<file path="config.mk">
export PLATFORM = sky130hd
export DESIGN_NAME = control_unit_mc
export DESIGN_NICKNAME = d
export VERILOG_FILES = /design/src/rtl/control_unit_mc.sv
export SDC_FILE = /design/constraint.sdc
export NUM_CORES = 1
export LEC_CHECK = 0
export ABC_AREA = 1
export CORE_MARGIN = 3
export CORE_UTILIZATION = 52
export CTS_BUF_LIST = sky130_fd_sc_hd__clkbuf_4 sky130_fd_sc_hd__clkbuf_8
export CTS_CLUSTER_DIAMETER = 100
export DETAILED_ROUTE_END_ITERATION = 12
export PLACE_DENSITY = 0.82
export SLEW_MARGIN = 20
export SYNTH_ARGS = -nofsm -noshare
export SYNTH_HDL_FRONTEND = slang
export SYNTH_SLANG_ARGS = --single-unit
</file>
<file path="constraint.sdc">
create_clock -name CLK -period 1.6 [get_ports CLK]
set_input_delay 0.32 -clock CLK [delete_from_list [all_inputs] [get_ports CLK]]
set_output_delay 0.32 -clock CLK [all_outputs]
set_load 0.01 [all_outputs]
</file>
<file path="src/rtl/control_unit_mc.sv">
// Multicycle control unit: DECODE/EXEC/MEM/WB sequencing with memory timeout and illegal-opcode trap.
// Optional CU_FASTBRANCH_EN resolves BEQ/BNE in DECODE (2-cycle branches).
module control_unit_mc #(
  parameter int OPW      = 5,
  parameter int ALUW     = 3,
  parameter int WAIT_MAX = 15
) (
  input  logic            CLK,
  input  logic            RST,
  input  logic            INSTR_VALID,
  output logic            INSTR_ACK,
  input  logic [OPW-1:0]  OPCODE,
  input  logic [ALUW-1:0] ALUOP,
  input  logic            ZERO,
  input  logic            MEM_READY,
  input  logic            CLR_TRAP,
  output logic            WE,
  output logic            DataInputS,
  output logic            DataInputON,
  output logic            OpbSelect,
  output logic            RWrite,
  output logic            Branch,
  output logic            SelectMem,
  output logic            R2S,
  output logic [ALUW-1:0] ALUSignal,
  output logic            PC_EN,
  output logic            BUSY,
  output logic            ILLEGAL,
  output logic            TIMEOUT
);
  localparam int CW = (WAIT_MAX < 2) ? 1 : $clog2(WAIT_MAX);
  localparam logic [CW-1:0] CNT_LAST = CW'(WAIT_MAX - 1);

  localparam logic [OPW-1:0] OP_R    = OPW'(0);
  localparam logic [OPW-1:0] OP_LDR  = OPW'(1);
  localparam logic [OPW-1:0] OP_STR  = OPW'(2);
  localparam logic [OPW-1:0] OP_BEQ  = OPW'(3);
  localparam logic [OPW-1:0] OP_ADDI = OPW'(4);
  localparam logic [OPW-1:0] OP_BNE  = OPW'(5);
  localparam logic [ALUW-1:0] ALU_SUB = ALUW'(1);

  typedef enum logic [2:0] {S_IDLE, S_DECODE, S_EXEC, S_MEM, S_WB, S_TRAP} state_t;

  state_t          state;
  logic [OPW-1:0]  ir_op;
  logic [ALUW-1:0] ir_aluop;
  logic [4:0]      dec_ctl;   // {DataInputS,DataInputON,OpbSelect,SelectMem,R2S}
  logic [ALUW-1:0] dec_alu;
  logic [CW-1:0]   cnt;
  logic            illegal_q, timeout_q;

  logic            d_legal;
  logic [4:0]      d_ctl;
  logic [ALUW-1:0] d_alu;
  logic            is_ld, is_st, is_br, taken, act;

  always_comb begin
    d_legal = 1'b1;
    d_ctl   = '0;
    d_alu   = '0;
    case (ir_op)
      OP_R:    begin d_ctl = 5'b11000; d_alu = ir_aluop; end
      OP_LDR:  d_ctl = 5'b01110;
      OP_STR:  d_ctl = 5'b10100;
      OP_BEQ:  begin d_ctl = 5'b11001; d_alu = ALU_SUB; end
      OP_ADDI: d_ctl = 5'b11100;
      OP_BNE:  begin d_ctl = 5'b11001; d_alu = ALU_SUB; end
      default: d_legal = 1'b0;
    endcase
  end

  assign is_ld = (ir_op == OP_LDR);
  assign is_st = (ir_op == OP_STR);
  assign is_br = (ir_op == OP_BEQ) || (ir_op == OP_BNE);
  assign taken = ((ir_op == OP_BEQ) && ZERO) || ((ir_op == OP_BNE) && !ZERO);
  assign act   = (state == S_EXEC) || (state == S_MEM) || (state == S_WB);

  // State decodes from async-reset flops, so RST clears outputs immediately;
  // ACK is also masked so an offer held during reset is not seen as accepted.
  assign INSTR_ACK = (state == S_IDLE) && INSTR_VALID && !RST;
  assign BUSY      = (state != S_IDLE);
  assign WE        = (state == S_MEM) && is_st;
  assign RWrite    = (state == S_WB);
  assign ILLEGAL   = illegal_q;
  assign TIMEOUT   = timeout_q;
  assign {DataInputS, DataInputON, OpbSelect, SelectMem, R2S} = act ? dec_ctl : 5'b0;

  always_comb begin
    ALUSignal = act ? dec_alu : '0;
`ifdef CU_FASTBRANCH_EN
    if (state == S_DECODE && is_br) ALUSignal = ALU_SUB;
    Branch = (state == S_DECODE) && taken;
    PC_EN  = ((state == S_DECODE) && is_br) ||
             ((state == S_MEM) && is_st && MEM_READY) || (state == S_WB);
`else
    Branch = (state == S_EXEC) && taken;
    PC_EN  = ((state == S_EXEC) && is_br) ||
             ((state == S_MEM) && is_st && MEM_READY) || (state == S_WB);
`endif
  end

  always_ff @(posedge CLK or posedge RST) begin
    if (RST) begin
      state     <= S_IDLE;
      ir_op     <= '0;
      ir_aluop  <= '0;
      dec_ctl   <= '0;
      dec_alu   <= '0;
      cnt       <= '0;
      illegal_q <= 1'b0;
      timeout_q <= 1'b0;
    end else begin
      case (state)
        S_IDLE: if (INSTR_VALID) begin
          ir_op    <= OPCODE;
          ir_aluop <= ALUOP;
          state    <= S_DECODE;
        end
        S_DECODE: if (!d_legal) begin
          illegal_q <= 1'b1;
          state     <= S_TRAP;
        end else begin
          dec_ctl <= d_ctl;
          dec_alu <= d_alu;
`ifdef CU_FASTBRANCH_EN
          state   <= is_br ? S_IDLE : S_EXEC;
`else
          state   <= S_EXEC;
`endif
        end
        S_EXEC: if (is_ld || is_st) begin
          cnt   <= '0;
          state <= S_MEM;
        end else begin
          state <= is_br ? S_IDLE : S_WB;
        end
        // Ready in the last allowed cycle takes priority over the timeout.
        S_MEM: if (MEM_READY) begin
          state <= is_ld ? S_WB : S_IDLE;
        end else if (cnt == CNT_LAST) begin
          timeout_q <= 1'b1;
          state     <= S_TRAP;
        end else begin
          cnt <= cnt + CW'(1);
        end
        S_WB: state <= S_IDLE;
        S_TRAP: if (CLR_TRAP) begin
          illegal_q <= 1'b0;
          timeout_q <= 1'b0;
          state     <= S_IDLE;
        end
        default: state <= S_IDLE;
      endcase
    end
  end
endmodule
</file>
==> metrics.yaml, run 1 <==
setup_path:
  timing.setup.critical_path_class: "reg -> out"
  crit_path_end: "Branch"
  crit_arrival_ns: 1.78
  reg2regPathDepth: 7
  crit_fanout: 4
  startpoint_of_the_worst_setup_timing_path: "ir_op[3]"
  crit_chain: "nor2_2 -> nand2_2 -> nor2_4 -> o21ai_1 -> a21oi_1 -> buf_2"
  crit-reg2reg-launch: "ir_op[3]"
  worst_path_max_delay_cell: "dfrtp_1"
  crit_path_start_kind: "register"
  reg2reg_to: "dec_alu[0]"
  critPathMaxStageDelay_ns: 0.46
  worstSetupEndpointType: "primary output"
  reg2reg_setup_slack_ns: -0.09
  timing.critical_path.required_ns: 1.28
clock_tree:
  root_buffer: "clkbuf_4"
  h-tree-depth: 1
  cts.sinks: 25
  clk_pin_slew_ns: 0.16
  tritoncts.num_buffers: 3
  cts_tree: "done"
  insertion_delay_ns: 0.36
  ctsLongestPathBuffers: 2
  cts-hold-fix-buffers: 0
detailed_routing:
  drtAntennaViolNets: 0
  drc: 0
  dr.first_iter.drc_count: 170
  drt-pass1-iter-count: 5
  totalWireLength_mm: 5.64
  num_vias: 1699
  route.detailed.wl_per_inst_um: 20.1
  routed_via_density: 6.07
synth:
  postSynthRegisterBits: 25
  synth_top_cell_by_area: "dfrtp_1"
  synthDistinctLibCells: 27
  synth-seq-area-share: 0.457
  syn_avg_cell_area_sq_um: 7.65
  synth.top_cell.area_share: 0.457
  synth_common_cells: "nand2_1, nor2_1, inv_1"
  synth.net_count: 195
  synth.top_cells.by_area: "dfrtp_1, nand2_1, nor2_1"
  synth-warning-count: 0
  synth_most_common_cell: "nand2_1"
  synth_enable_flop_cells: 0
  postSynth.asyncResetShare: 1.00
  synth.cell_area_sq_um: 1370
  yosys_most_used_dff: "dfrtp_1"
  post_synthesis_cells: 179
global_routing:
  grt_start_max_net_pins: 26
  grt_use_total: 0.274
  grtUsageMet3: 0.0362
  grt.overflow.total: 0
  vias_in_the_first_global_route: 1538
  antenna_violations_before_repair: 0
  grt_first_pass_wirelength_mm: 6.98
  globalRouteMet2Util: 0.494
  use_met1: 0.328
  most_used_layer_global_route: "met2"
floorplanning:
  fp.dieArea_sq_um: 3280
  die-width_um: 57.3
  die-height_um: 57.3
  starting_density_of_the_core: 0.580
  boundaryPins: 30
  rows: 17
  floorplan.core_area_sq_um: 2360
layout:
  final_layout_size_suffix_gt1_frac: 0.448
  diodes: 0
  fin_util: 0.928
  finish.cell_count_without_fillers: 280
  finish.net_count: 269
  area_growth_from_synthesis_to_layout_pct: 60.1
  filler_cell_count: 84
timing:
  setup_viol: 22
  finalMaxSlewViolations: 0
  timing.hold.ws_ns: 0.453
  timing.max_slew.rel_slack: 0.781
  grt_setup_unrepaired: "yes"
  tightest_slew_ns: 0.328
  part_of_the_cycle_the_worst_path_needs: 1.31
  maxClockFrequency_mhz: 476
  layout_min_cycle_time_ns: 2.10
  postLayoutSetupSlackWorst_ns: -0.501
  largest_clock_skew_in_the_final_design_ns: 0.00818
  hold_viol_final: 0
place:
  placed_cells: 262
  gp_congestion: 0.858
  portBuffers: 29
  detailed_place_hpwl_mm: 2.76
power_and_ir_drop:
  power_report.internal_total_mw: 1.96
  power_density_nw_per_um2: 1690
  power.clock.fraction: 0.092
  p_sw_frac: 0.470
  design_power_total_mw: 3.70
  power.net_switching_mw: 1.74
  vdd.ir_drop.worst_mv: 1.37
  power.leakage_nw: 1.12
  p_seq_frac: 0.286
  share_comb_of_total_power: 0.622
outcome:
  violations: "setup timing"
  status: "complete, but fails checks"
flow_run:
  max_cap_violations: 0
hold_path:
  class_of_the_most_critical_hold_timing_path: "in -> async"
[cells by family (layout without fill, tap and decap cells)]
family / count (synthesis) / in the layout / synth area share
xor+xnor: 2 / 2 / 0.0128
simple gates: 95 / 96 / 0.306
buf+inv: 31 / 103 / 0.0905
fa+ha+maj: 2 / 2 / 0.0183
compound gates: 20 / 20 / 0.0795
mux: 4 / 4 / 0.0356
flops: 25 / 25 / 0.457
[what timing repair did]
action / 4_1_cts / 5_1_grt
pin swaps: 9 / 14
buffers inserted: 7 / 9
resized for setup: 75 / 56
endpoints found under the setup margin: 14 / 30
cloned: 0 / 2
[worst max-delay path: cells and delay by family, from the launching register on]
family | cells | cell delay (ns)
simple gates | 3 | 0.43
compound gates | 2 | 0.33
buf+inv | 1 | 0.19
flops | 1 | 0.46
[final cells by class]
class	instances	area [sq um]	area share
multi-input combinational	124	812	0.370
sequential	25	627	0.286
timing repair buffer	68	557	0.254
inverter	30	125	0.0571
tap	28	35.0	0.0160
clock buffer	3	22.5	0.0103
clock inverter	1	8.76	0.00400
timing repair inverter	1	5.00	0.00228
[cells in the final DEF, fill, tap and decap left out, types with 2 or more instances in the layout]
cell type        count
nor2_2               9
nand2_2              6
o21ai_1              3
nand3_2              4
buf_6                9
o21ai_0              6
inv_4                3
clkdlybuf4s50_1     14
buf_4               33
nor3_4               2
mux2_2               3
dfrtp_1             24
inv_1               20
nand3_1             10
nand2_1             27
clkbuf_4             3
a21oi_1              6
nand2_4              8
nor2_1              19
nand4_1              2
inv_2                6
nor2_4               7
buf_2               11
[flip-flops by register name (all words and copies together), names as in the netlist]
register  flops
ir_aluop      3
dec_ctl       5
state         3
TIMEOUT       1
cnt           4
ir_op         5
dec_alu       3
ILLEGAL       1
[how the worst min path moves through the flow]
stage / start / end / slack, ns / depth (start not counted)
finish: RST / ir_op[4] / 0.45 / 4
global route: RST / ir_op[1] / 0.50 / 4
CTS: RST / ir_op[4] / 0.46 / 4
detailed placement: TIMEOUT / TIMEOUT / 0.48 / 2
global placement: ILLEGAL / ILLEGAL / 0.46 / 2
floorplan: RST / ILLEGAL / 0.35 / 1
[metrics by stage]
step	setup WS [ns]	area, sq um	TNS, ns
5_1_grt	-0.534	2190	-4.83
4_1_cts	-0.250	1970	-1.86
2_1_floorplan	0.0691	1370	0
3_3_place_gp	-0.299	1890	-3.22
3_5_place_dp	-0.362	1890	-4.08
6_report	-0.501	2190	-3.65
[power groups by stage]
stage / Sequential, mW / Combinational [mW] / Clock [mW]
2_1_floorplan: 1.03 / 0.790 / 0
3_3_place_gp: 1.02 / 1.44 / 0
3_5_place_dp: 1.04 / 1.52 / 0
4_1_cts: 1.02 / 1.69 / 0.317
5_1_grt: 1.08 / 2.42 / 0.354
6_report: 1.06 / 2.30 / 0.339
[layer usage]
metal	share of wire	routed length, um	vias up
met5	0	0	-
met4	0.062	350	0
met3	0.10	585	43
met2	0.48	2710	147
met1	0.35	1990	800
li1	-	-	709
Note: power is estimated with default switching activity, not from simulation.
==> inputs of run 2 (changes only) <==
MAX_ROUTING_LAYER = met4   (was unset)
==> run 2 against run 1 <==
The run still ends with setup timing left. Register-to-register slack better by 0.03 ns. Clock skew is 0.0026 ns lower. Critical path depth is 2 higher. Utilization is 2.8 points lower. Count of clock-buffer cells in the layout stayed put. Via count is 8.2% lower. Design area is 3.0% lower. First-iteration DRC count is 36% lower. Die area stayed put. Fmax is 6.5% higher.
==> metrics.yaml, run 2 (synthesis gave the netlist of run 1 again) <==
global_routing:
  vias_in_the_first_global_route: 1434
  grt_start_max_net_pins: 26
  grt.overflow.total: 0
  grt_first_pass_wirelength_mm: 6.41
  grt_use_total: 0.260
  antenna_violations_before_repair: 0
setup_path:
  reg2reg_to: "cnt[0]"
  timing.setup.critical_path_class: "reg -> out"
  crit_path_end: "OpbSelect"
  reg2regPathDepth: 10
  crit_fanout: 4
  crit-reg2reg-launch: "ir_op[3]"
  worstSetupEndpointType: "primary output"
  crit_path_start_kind: "register"
  startpoint_of_the_worst_setup_timing_path: "state[2]"
  timing.critical_path.required_ns: 1.28
  crit_arrival_ns: 1.65
  reg2reg_setup_slack_ns: -0.06
timing:
  largest_clock_skew_in_the_final_design_ns: 0.00558
  setup_viol: 23
  hold_viol_final: 0
  finalMaxSlewViolations: 0
  grt_setup_unrepaired: "yes"
  layout_min_cycle_time_ns: 1.97
  part_of_the_cycle_the_worst_path_needs: 1.23
  maxClockFrequency_mhz: 507
  tightest_slew_ns: 0.328
  timing.max_slew.rel_slack: 0.782
  timing.hold.ws_ns: 0.481
  postLayoutSetupSlackWorst_ns: -0.372
power_and_ir_drop:
  power_density_nw_per_um2: 1610
  vdd.ir_drop.worst_mv: 1.50
  design_power_total_mw: 3.41
  power.leakage_nw: 1.13
floorplanning:
  floorplan.core_area_sq_um: 2360
  fp.dieArea_sq_um: 3280
  die-width_um: 57.3
  die-height_um: 57.3
  starting_density_of_the_core: 0.580
  rows: 17
  boundaryPins: 30
layout:
  final_cell_mix: "buf_4, nand2_1, dfrtp_1"
  layout.cells.most_common: "buf_4"
  final_layout_size_suffix_gt1_frac: 0.395
  finish.net_count: 270
  area_growth_from_synthesis_to_layout_pct: 55.3
  diodes: 0
  top_regs: "dec_ctl: 5 flops, ir_op: 5 flops, cnt: 4 flops"
  stdcell_area_sq_um: 2130
hold_path:
  class_of_the_most_critical_hold_timing_path: "in -> async"
place:
  detailed_place_hpwl_mm: 2.63
  portBuffers: 29
  place_area_sq_um: 1860
  gp_congestion: 0.882
clock_tree:
  h-tree-depth: 1
  cts_tree: "done"
  ctsLongestPathBuffers: 2
  insertion_delay_ns: 0.34
  cts.sinks: 25
  tritoncts.num_buffers: 3
  clk_pin_slew_ns: 0.15
  root_buffer: "clkbuf_4"
detailed_routing:
  route.detailed.wl_per_inst_um: 16.9
  dr.first_iter.drc_count: 108
  drc: 0
  num_vias: 1560
  drtAntennaViolNets: 0
  routed_via_density: 5.55
  totalWireLength_mm: 4.76
  drt-pass1-iter-count: 5
outcome:
  violations: "setup timing"
  status: "complete, but fails checks"
flow_run:
  max_cap_violations: 0
## run 2: changes by cell type in the layout (fill, tap and decap cells not counted), moves of 2 or more
cell	change
buf_6	-3
buf_4	+3
inv_1	+3
nand2_1	+3
nand2_4	-2
nor2_1	+4
inv_2	-2
nand3_1	+3
nand3_2	-2
nor2_2	-2
nor2_4	-2
clkbuf_2	+2
## run 2: metrics by stage
| stage | util | setup TNS (ns) | setup WS, ns | cells |
|---|---|---|---|---|
| after global placement | 0.789 | -3.35 | -0.334 | 259 |
| after detailed placement | 0.789 | -4.27 | -0.403 | 259 |
| after floorplan | - | 0 | 0.0691 | 179 |
| final | 0.900 | -4.47 | -0.372 | 281 |
| after global routing | 0.900 | -5.67 | -0.420 | 281 |
| after CTS | 0.846 | -3.53 | -0.315 | 270 |
## run 2: power by group
group          leakage [nW]  internal (mW)  switching, mW
clock                0.0183          0.102          0.221
sequential            0.310          0.873          0.165
combinational         0.802          0.921           1.13
total                  1.13           1.90           1.52
## run 2: worst max-delay path, stage by stage, from the launching register on
cell and delay [ns]:
dfrtp_1 0.45, buf_4 0.14, buf_6 0.13, nand2_4 0.06, inv_2 0.09, nor2_4 0.05
buf_4 0.13, nor2_1 0.11, clkbuf_2 0.15
## run 2: metal layers
| metal | part of all wire | global-route usage | wire (um) |
|---|---|---|---|
| met1 | 0.36 | 0.314 | 1720 |
| met2 | 0.50 | 0.439 | 2390 |
| met3 | 0.085 | 0.0452 | 403 |
| met4 | 0.052 | 0.0861 | 246 |
| met5 | 0 | - | 0 |
## run 2: worst min path at each step
stage	start	end	slack, ns	depth (start not counted)
final	RST	ir_aluop[2]	0.48	4
after global routing	RST	ir_op[0]	0.48	4
after CTS	RST	ir_op[2]	0.48	4
after detailed placement	TIMEOUT	TIMEOUT	0.48	2
after global placement	ILLEGAL	ILLEGAL	0.46	2
after floorplan	RST	ILLEGAL	0.35	1
## run 2: repair_timing
item,CTS,global route
endpoints found under the setup margin,14,24
cloned,0,2
pin swaps,4,8
hold buffers,0,0
setup buffers,7,9
resized for setup,55,51
## run 2: area by class of cell
type | count | area [sq um]
multi-input combinational | 124 | 753
sequential | 25 | 626
timing repair buffer | 69 | 553
fill | 103 | 235
inverter | 30 | 123
tap | 28 | 35.0
clock buffer | 3 | 22.5
clock inverter | 1 | 8.76
timing repair inverter | 1 | 5.00
